===== src/rtl/vga_timing_gen.sv =====
// Parametrised VGA raster generator: free-running h/v counters, sync decode and
// a one-stage registered output path fed by a valid/ready pixel stream.
module vga_timing_gen #(
    parameter int   COLOR_WIDTH = 4,
    parameter int   H_ACTIVE    = 640,
    parameter int   H_FP        = 16,
    parameter int   H_SYNC      = 96,
    parameter int   H_BP        = 48,
    parameter int   V_ACTIVE    = 480,
    parameter int   V_FP        = 10,
    parameter int   V_SYNC      = 2,
    parameter int   V_BP        = 33,
    parameter logic HS_POL      = 1'b0,
    parameter logic VS_POL      = 1'b0
) (
    input  logic                       clk,
    input  logic                       rst,
    input  logic                       en,
    input  logic [3*COLOR_WIDTH-1:0]   pix_data,
    input  logic                       pix_valid,
    output logic                       pix_ready,
    output logic                       HSync,
    output logic                       VSync,
    output logic [COLOR_WIDTH-1:0]     Red,
    output logic [COLOR_WIDTH-1:0]     Green,
    output logic [COLOR_WIDTH-1:0]     Blue,
    output logic                       active,
    output logic                       frame_start,
    output logic                       line_start,
    output logic                       underflow
);

    localparam int H_TOTAL = H_ACTIVE + H_FP + H_SYNC + H_BP;
    localparam int V_TOTAL = V_ACTIVE + V_FP + V_SYNC + V_BP;
    localparam int HW      = $clog2(H_TOTAL);
    localparam int VW      = $clog2(V_TOTAL);
    localparam int CW3     = 3 * COLOR_WIDTH;

    // Region boundaries; back porch >= 1 keeps every bound below TOTAL.
    localparam logic [HW-1:0] H_LAST   = HW'(H_TOTAL - 1);
    localparam logic [HW-1:0] H_ACT_L  = HW'(H_ACTIVE);
    localparam logic [HW-1:0] H_SYNC_S = HW'(H_ACTIVE + H_FP);
    localparam logic [HW-1:0] H_SYNC_E = HW'(H_ACTIVE + H_FP + H_SYNC);
    localparam logic [VW-1:0] V_LAST   = VW'(V_TOTAL - 1);
    localparam logic [VW-1:0] V_ACT_L  = VW'(V_ACTIVE);
    localparam logic [VW-1:0] V_SYNC_S = VW'(V_ACTIVE + V_FP);
    localparam logic [VW-1:0] V_SYNC_E = VW'(V_ACTIVE + V_FP + V_SYNC);

    logic [HW-1:0]  h_q, h_d;
    logic [VW-1:0]  v_q, v_d;
    logic           hsync_q, vsync_q, active_q, fs_q, ls_q, uf_q;
    logic [CW3-1:0] rgb_q;

    logic h_vis, v_vis, h_in_sync, v_in_sync;

    assign h_vis     = (h_q < H_ACT_L);
    assign v_vis     = (v_q < V_ACT_L);
    assign h_in_sync = (h_q >= H_SYNC_S) && (h_q < H_SYNC_E);
    assign v_in_sync = (v_q >= V_SYNC_S) && (v_q < V_SYNC_E);

    assign pix_ready = en & ~rst & h_vis & v_vis;

    always_comb begin
        h_d = h_q;
        v_d = v_q;
        if (!en) begin
            h_d = '0;
            v_d = '0;
        end else if (h_q == H_LAST) begin
            h_d = '0;
            v_d = (v_q == V_LAST) ? '0 : v_q + 1'b1;
        end else begin
            h_d = h_q + 1'b1;
        end
    end

    always_ff @(posedge clk) begin
        if (rst || !en) begin
            h_q      <= '0;
            v_q      <= '0;
            hsync_q  <= ~HS_POL;
            vsync_q  <= ~VS_POL;
            active_q <= 1'b0;
            fs_q     <= 1'b0;
            ls_q     <= 1'b0;
            uf_q     <= 1'b0;
            rgb_q    <= '0;
        end else begin
            h_q      <= h_d;
            v_q      <= v_d;
            hsync_q  <= h_in_sync ? HS_POL : ~HS_POL;
            vsync_q  <= v_in_sync ? VS_POL : ~VS_POL;
            active_q <= pix_ready;
            fs_q     <= (h_q == '0) && (v_q == '0);
            ls_q     <= (h_q == '0);
            // A starved visible slot shows black and is flagged; nothing is consumed.
            uf_q     <= pix_ready & ~pix_valid;
            rgb_q    <= (pix_ready && pix_valid) ? pix_data : '0;
        end
    end

    assign HSync       = hsync_q;
    assign VSync       = vsync_q;
    assign active      = active_q;
    assign frame_start = fs_q;
    assign line_start  = ls_q;
    assign underflow   = uf_q;
    assign Red         = rgb_q[CW3-1:2*COLOR_WIDTH];
    assign Green       = rgb_q[2*COLOR_WIDTH-1:COLOR_WIDTH];
    assign Blue        = rgb_q[COLOR_WIDTH-1:0];

endmodule

===== config.mk =====
export PLATFORM = sky130hd
export DESIGN_NAME = vga_timing_gen
export DESIGN_NICKNAME = d
export VERILOG_FILES = /design/src/rtl/vga_timing_gen.sv
export SDC_FILE = /design/constraint.sdc
export NUM_CORES = 1
export LEC_CHECK = 0
export CAP_MARGIN = 10
export CORE_AREA = 3 3 67 69
export DETAILED_ROUTE_END_ITERATION = 10
export DIE_AREA = 0 0 70 72
export GPL_ROUTABILITY_DRIVEN = 0
export PLACE_DENSITY = 0.64
export RECOVER_POWER = 50
export REMOVE_ABC_BUFFERS = 1
export SYNTH_ARGS = -nofsm -noshare
export SYNTH_HDL_FRONTEND = slang
export SYNTH_SLANG_ARGS = --single-unit

===== constraint.sdc =====
create_clock -name clk -period 2.5 [get_ports clk]
set_clock_uncertainty 0.15 [all_clocks]
set_input_delay 0.25 -clock clk [delete_from_list [all_inputs] [get_ports clk]]
set_output_delay 0.25 -clock clk [all_outputs]
set_load 0.005 [all_outputs]

# After elaboration in Yosys (flattened, before gate mapping)
# Index checks and enable logic that the tools add are counted.
# Widths: inputs -> output; s select.
[totals]
register_bits = 38
inputBits = 16
output_inout_bits = 19
elab_cells = 41
[op_classes]
add_sub_neg = 2
n_lt_le_gt_ge = 6
n_eq_ne = 2
mux = 3
bitwise = 8
reduce_logical = 11
[ops]
columns = ["cell", "count"]
rows = [
  ["$add 10x1->10 const B", 2],
  ["$eq 10x10->1 const B", 2],
  ["$logic_not 10->1", 2],
  ["$lt 10x10->1 const B", 2],
  ["$lt 10x9->1 const B", 2],
  ["$ge 10x10->1 const B", 1],
  ["$ge 10x9->1 const B", 1],
  ["$mux 10", 1],
  ["$and 1x1->1", 4],
  ["$logic_and 1x1->1", 4],
  ["$not 1->1", 4],
  ["$reduce_or 2->1", 2],
  ["$reduce_or 3->1", 1],
  ["$mux 1", 2],
  ["$logic_not 1->1", 1],
  ["$logic_or 1x1->1", 1],
]

# Longest topological paths before layout
# Gate-level depths: netlist (run 1).
[logic_depth]
depth_word = 7
ltp_mapped = 6
depth_no_buf = 6

# Worst setup path before layout (run 1)
# No wires, ideal clock.
[synth_path]
kind = "flip-flop to flip-flop"
startpoint = "reg h_q[0]"
endpoint = "reg v_q[0]"
setup_ps = 130
arrival_time_ps = 1434
slack_ps = 786
path_stages_with_launch = 6
path_buffers = 0
synth_period_minus_slack_ps = 1714
path_cell_list = "dfxtp_1 > ha_1 > and4_1 > nand3_1 > o21ai_1 > nor2_1"
[synth_via]
elab_chain_len = 1
[synth_rtl]
columns = ["item", "line_no", "source"]
rows = [
  ["from (decl)", "49", "logic [HW-1:0] h_q, h_d;"],
  ["from (signal assigned)", "79", "h_q <= '0;"],
  ["from (signal assigned)", "89", "h_q <= h_d;"],
  ["$eq 10x10->1", "69", "end else if (h_q == H_LAST) begin"],
  ["to (signal assigned)", "90", "v_q <= v_d;"],
  ["to (decl)", "50", "logic [VW-1:0] v_q, v_d;"],
]
# Every way passes these cells.
# A chain may end at the register's enable or synchronous reset.

# Worst setup path after layout (run 1)
[layout_path]
startpoint = "reg v_q[7]"
endpoint = "out pix_ready"
[layout_via]
elab_chain_len = 2
[layout_rtl]
columns = ["item", "line_no", "source"]
rows = [
  ["$lt 10x9->1", "57", "assign v_vis = (v_q < V_ACT_L);"],
  ["$and 1x1->1", "61", "assign pix_ready = en & ~rst & h_vis & v_vis;"],
  ["to (decl)", "21", "output logic pix_ready,"],
]
# Every way passes these cells.

==> results of run 1 <==
-- state kept, by name, summed over array words and instances, names as in the netlist --
register	flops
HSync	1
VSync	1
active	1
frame_start	1
h_q	10
line_start	1
rgb_q	12
underflow	1
v_q	10
-- cells by family after synthesis --
| group | after synthesis | share of synthesized area (%) |
|---|---|---|
| simple gates | 86 | 32.2 |
| flops | 38 | 48.9 |
| buf+inv | 13 | 4.50 |
| compound gates | 12 | 4.42 |
| xor+xnor | 12 | 6.75 |
| fa+ha+maj | 4 | 3.22 |
-- layer usage --
metal / track usage (%) / up-vias / share of wire [%]
met4: 5.11 / 0 / 0.69
met2: 22.9 / 31 / 49
met3: 4.99 / 4 / 5.8
li1: - / 646 / -
met1: 16.0 / 591 / 44
met5: 0 / - / 0
-- worst max-delay path: stages (launching register included) --
cell             delay, ps
dfxtp_1                330
and3_1                 210
and2_0                 240
nor3_1                 250
clkdlybuf4s50_1        550
-- placed cells by master, fill, tap and decap left out, types with 5 or more instances in the layout --
master and n:
dfxtp_1 38, dlygate4sd3_1 18, and3_1 16, inv_1 5, nor3_1 7, nand3_1 6
xnor2_1 8, clkbuf_8 6, clkdlybuf4s50_1 16, nand4_1 8, a21oi_1 5, nor2_1 18
nand2_1 8
-- worst max-delay path by stage --
stage | from | to | slack (ps) | depth (start not counted)
3_3_place_gp | rst | pix_ready | 320 | 5
3_5_place_dp | en | pix_ready | 290 | 5
2_1_floorplan | v_q[7]$_SDFFE_PP0N_ | rgb_q[0]$_SDFF_PP0_ | 770 | 4
5_1_grt | v_q[7]$_SDFFE_PP0N_ | pix_ready | 130 | 4
4_1_cts | v_q[7]$_SDFFE_PP0N_ | pix_ready | 230 | 4
6_report | v_q[7]$_SDFFE_PP0N_ | pix_ready | 220 | 4
-- final cells by class --
cell class / instances / area share (%)
well taps: 50 / 3.12
multi-input cells: 114 / 36.2
inverters: 5 / 0.935
clock buffers: 6 / 4.11
flip-flops and latches: 38 / 37.9
repair buffers: 35 / 17.1
clock inverters: 2 / 0.623
-- metrics by stage --
stage               std cells  util, %
finish                    250     50.5
global route              250     50.5
CTS                       250     50.6
detailed placement        242     48.2
global placement          242     48.2
floorplan                 157        -
-- power by group through the flow --
stage	clock network, mW	registers, mW	logic (mW)
after floorplan	0	0.634	0.0160
after global placement	0	0.633	0.0672
after detailed placement	0	0.634	0.0687
after CTS	0.450	0.619	0.0694
after global routing	0.471	0.620	0.0708
final	0.429	0.619	0.0643
==> flow_summary.yaml, run 1 <==
min_path:
  min-delay-start: "h_q[0]$_SDFF_PP0_"
  min_path_cells: 1
  hold_class: "reg -> reg"
  hold_end: "h_q[0]$_SDFF_PP0_"
global_routing:
  antenna_found_initial: 0
  grt_usage_pct: 13.6
  grt-ovfl-total: 0
  grt_max_degree: 14
  grt_pass1_vias: 1214
  grt_pass1_wl_mm: 5.50
setup_path:
  startpoint_type: "flop"
  arrival_ps: 1880
  timing.rr.end: "v_q[0]$_SDFFE_PP0N_"
  worstSetupPathType: "reg -> out"
  rr_worst_depth: 5
  rrSetupSlack_ps: 460
  r2r-start: "h_q[0]$_SDFF_PP0_"
  end_kind: "primary output"
  required_ps: 2100
  cp_max_fo: 6
placement:
  pre_cts_ws_ps: 291
  portBuffers: 34
  dp_hpwl_mm: 2.39
  postPlaceCellArea_um2: 1920
sta:
  rsz0062_at_grt: "no"
  final_hold_viol_count: 0
  tns_ps: 0
  finalWorstSetupSlack_ps: 218
  min_period_ps: 2280
  fin_crit_sh_pct: 91.3
  whs_ps: 342
  maxSlewViolCount: 0
  clock.fmax_mhz: 438
  slew_headroom_pct: 67.5
  worstMarginPinSlew_ps: 484
  finalSetupViolations: 0
floorplan:
  dieArea_um2: 5040
  die_h_um: 72
  rows: 23
  core_um2: 3970
  ios: 35
  start_util_pct: 39.2
  chipWidth_um: 70
pwr:
  intPower_uw: 877
  total_power_mw: 1.11
  ir_worst_vdd_v: 0.000232
  seqPwrFrac_pct: 55.7
  p_sw_share_pct: 21.2
  pwr-share-comb_pct: 5.8
  pwr-share-clk_pct: 38.6
  p_leak_nw: 0.794
  power_density_nw_per_um2: 554
  p_sw_uw: 236
layout:
  drive_above_1_share_pct: 7.00
  area.growth.synth_to_final_pct: 28.9
  ff_latch_area_um2: 761
  antenna_cells: 0
  fin_nets: 219
  multi_input_area_um2: 726
  final_cell_area_um2: 2010
  fillers: 388
yosys:
  synthTopCellsByArea: "dfxtp_1, and3_1, xnor2_1"
  synth_warnings: 0
  synth_seq_cells: 38
  avgSynthCellArea_um2: 9.43
  ys_top_cells_by_count: "dfxtp_1, nor2_1, and3_1"
  seq_area_frac_synth_pct: 48.9
  synthArstFlopShare_pct: 0
  synth_largest_area_cell: "dfxtp_1"
  synth.most_common_cell: "dfxtp_1"
  syn_inst: 165
  synth_cell_type_count: 36
  synth_top_area_share_pct: 48.9
  synth_edf_count: 0
  synth-main-ff-cell: "dfxtp_1"
  syn_area_um2: 1560
clocking:
  post_cts_resized: 0
  tritoncts: "built"
  clk_pin_slew_ps: 70
  clock_latency_ps: 290
  post_cts_buffers: 0
  cts_max_path_buffers: 2
  cts_inserted_buffers: 5
  htree_levels: 2
  cts-hold-fix-buffers: 0
  cts_root_buf: "clkbuf_8"
  cts_sinks: 38
routing:
  ant_nets: 0
  first_pass_iters: 4
  viasPerCell: 5.09
  drt_wl_total_mm: 3.21
  drc: 0
  via_count: 1272
  wl_per_cell_um: 12.8
  dr.first_iter.drc_count: 37
flow_run:
  drv_cap: 0
run_status:
  status: "completed"
Note: power is estimated with default switching activity, not from simulation.
==> inputs of run 2 (changes only) <==
Settings changed: DONT_BUFFER_PORTS set to 1, GPL_TIMING_DRIVEN set to 0, PLACE_DENSITY 0.64 to 0.53.
==> run 2 against run 1 <==
Power is 6.0% higher. Clock-buffer cell count is 1 lower. Sequential share of layout area is 4.0 points higher. Cell area is 9.5% lower. Sequential cell count stayed put. Worst hold slack worse by 160 ps. Global-route usage is 0.66 points lower. Largest power group unchanged. Highest routed layer unchanged.
==> flow_summary.yaml, run 2 (same netlist as run 1, synthesis figures left out) <==
setup_path:
  cpLargestDelayFamily: "simple AND/OR/NAND/NOR gates"
  cpPeakStageDelay_ps: 570
  startpoint_type: "flop"
  end_kind: "primary output"
  crit_slowest_cell: "nor3_2"
  arrival_ps: 1650
  startpoint: "v_q[5]$_SDFFE_PP0N_"
  r2r-start: "h_q[0]$_SDFF_PP0_"
  cp_max_fo: 13
  worstSetupPathType: "reg -> out"
  crit_chain: "and3_1 -> and2_0 -> nor3_2"
  required_ps: 2100
  critical_path.n_buffers_inverters: 0
routing:
  drc: 0
  dr.first_iter.drc_count: 52
  viasPerCell: 5.15
  first_pass_iters: 4
  wl_per_cell_um: 13.9
  via_count: 1174
  ant_nets: 0
  drt_wl_total_mm: 3.18
floorplan:
  rows: 23
  core_um2: 3970
  start_util_pct: 39.2
  dieArea_um2: 5040
  ios: 35
  chipWidth_um: 70
  die_h_um: 72
clocking:
  cts_root_buf: "clkbuf_8"
  cts_sinks: 38
  clock_latency_ps: 290
  tritoncts: "built"
  htree_levels: 2
  clk_pin_slew_ps: 80
  post_cts_buffers: 0
  cts_max_path_buffers: 2
  cts_inserted_buffers: 5
sta:
  final_hold_viol_count: 0
  fin_crit_sh_pct: 82.0
  finalWorstSetupSlack_ps: 451
  rsz0062_at_grt: "no"
  min_period_ps: 2050
  worstMarginPinSlew_ps: 638
  clock.fmax_mhz: 488
  slew_headroom_pct: 57.3
  maxSlewViolCount: 0
  tns_ps: 0
  finalSetupViolations: 0
min_path:
  hold_class: "in -> reg"
  min-delay-start: "en"
pwr:
  p_leak_nw: 0.685
  ir_worst_vdd_v: 0.000386
  total_power_mw: 1.18
  power_density_nw_per_um2: 649
layout:
  drive_above_1_share_pct: 8.43
  layout_common_cells: "dfxtp_1, nor2_1, and3_1"
  top_register: "rgb_q"
  largest_reg_flops: 12
  fin_nets: 197
  layout_commonest_cell: "dfxtp_1"
  antenna_cells: 0
  area.growth.synth_to_final_pct: 16.7
  largestRegisters: "rgb_q x12, h_q x10, v_q x10"
global_routing:
  grt_usage_pct: 13.0
  use_met3_pct: 4.71
  grt_pass1_vias: 1140
  met2_usage_pct: 21.9
  grt-ovfl-total: 0
  use_met1_pct: 14.6
  busiest_layer: "met2"
  antenna_found_initial: 0
  grt_max_degree: 14
  grt_pass1_wl_mm: 5.13
run_status:
  status: "completed"
flow_run:
  drv_cap: 0
placement:
  portBuffers: 0
  pre_cts_ws_ps: 423
  dp_hpwl_mm: 2.19
==> run 2: report_power, final <==
group	total [mW]	leakage, nW	switching, mW	internal [mW]
registers	0.621	0.308	0.00574	0.615
clock network	0.518	0.0504	0.221	0.297
logic	0.0399	0.327	0.0189	0.0210
==> run 2: through the flow <==
stage	instance area, um2	utilization, %	hold slack, ps	cells
after global placement	1570	39.5	186	207
after global routing	1820	45.7	197	228
after floorplan	1510	-	179	157
after CTS	1810	45.6	173	228
final	1820	45.7	183	228
after detailed placement	1570	39.5	188	207
==> run 2: final cells by class <==
| cell class | count | area (um2) |
|---|---|---|
| clock buffers | 5 | 68.8 |
| fillers | 371 | 2150 |
| flip-flops and latches | 38 | 761 |
| clock inverters | 3 | 45.0 |
| multi-input cells | 114 | 731 |
| repair buffers | 13 | 130 |
| well taps | 50 | 62.6 |
| inverters | 5 | 18.8 |
==> run 2: worst paths after layout <==
kind / slack [ps] / end / cells after the start
worst max-delay path: 450 / pix_ready / 3
worst min-delay path: 180 / v_q[9]$_SDFFE_PP0N_ / 3
worst max register to register: 500 / v_q[2]$_SDFFE_PP0N_ / 5
worst min register to register: 330 / h_q[0]$_SDFF_PP0_ / 1
==> run 2: layer usage <==
metal  up-vias  wire length, um
li1        599                -
met5         -                0
met4         0               53
met2        36             1550
met1       533             1390
met3         6              183
==> run 2: repair_timing <==
action	in CTS	in global routing
hold buffers	13	0
resized for setup	0	1
setup endpoints to repair	0	1
endpoints found under the hold margin	13	0
==> run 2: worst register-to-register path, cell delays in order, from the launching register on <==
cell and delay, ps:
dfxtp_1 400, ha_1 250, and4_1 300, nand3_1 230, o21ai_1 440, nor2_1 100
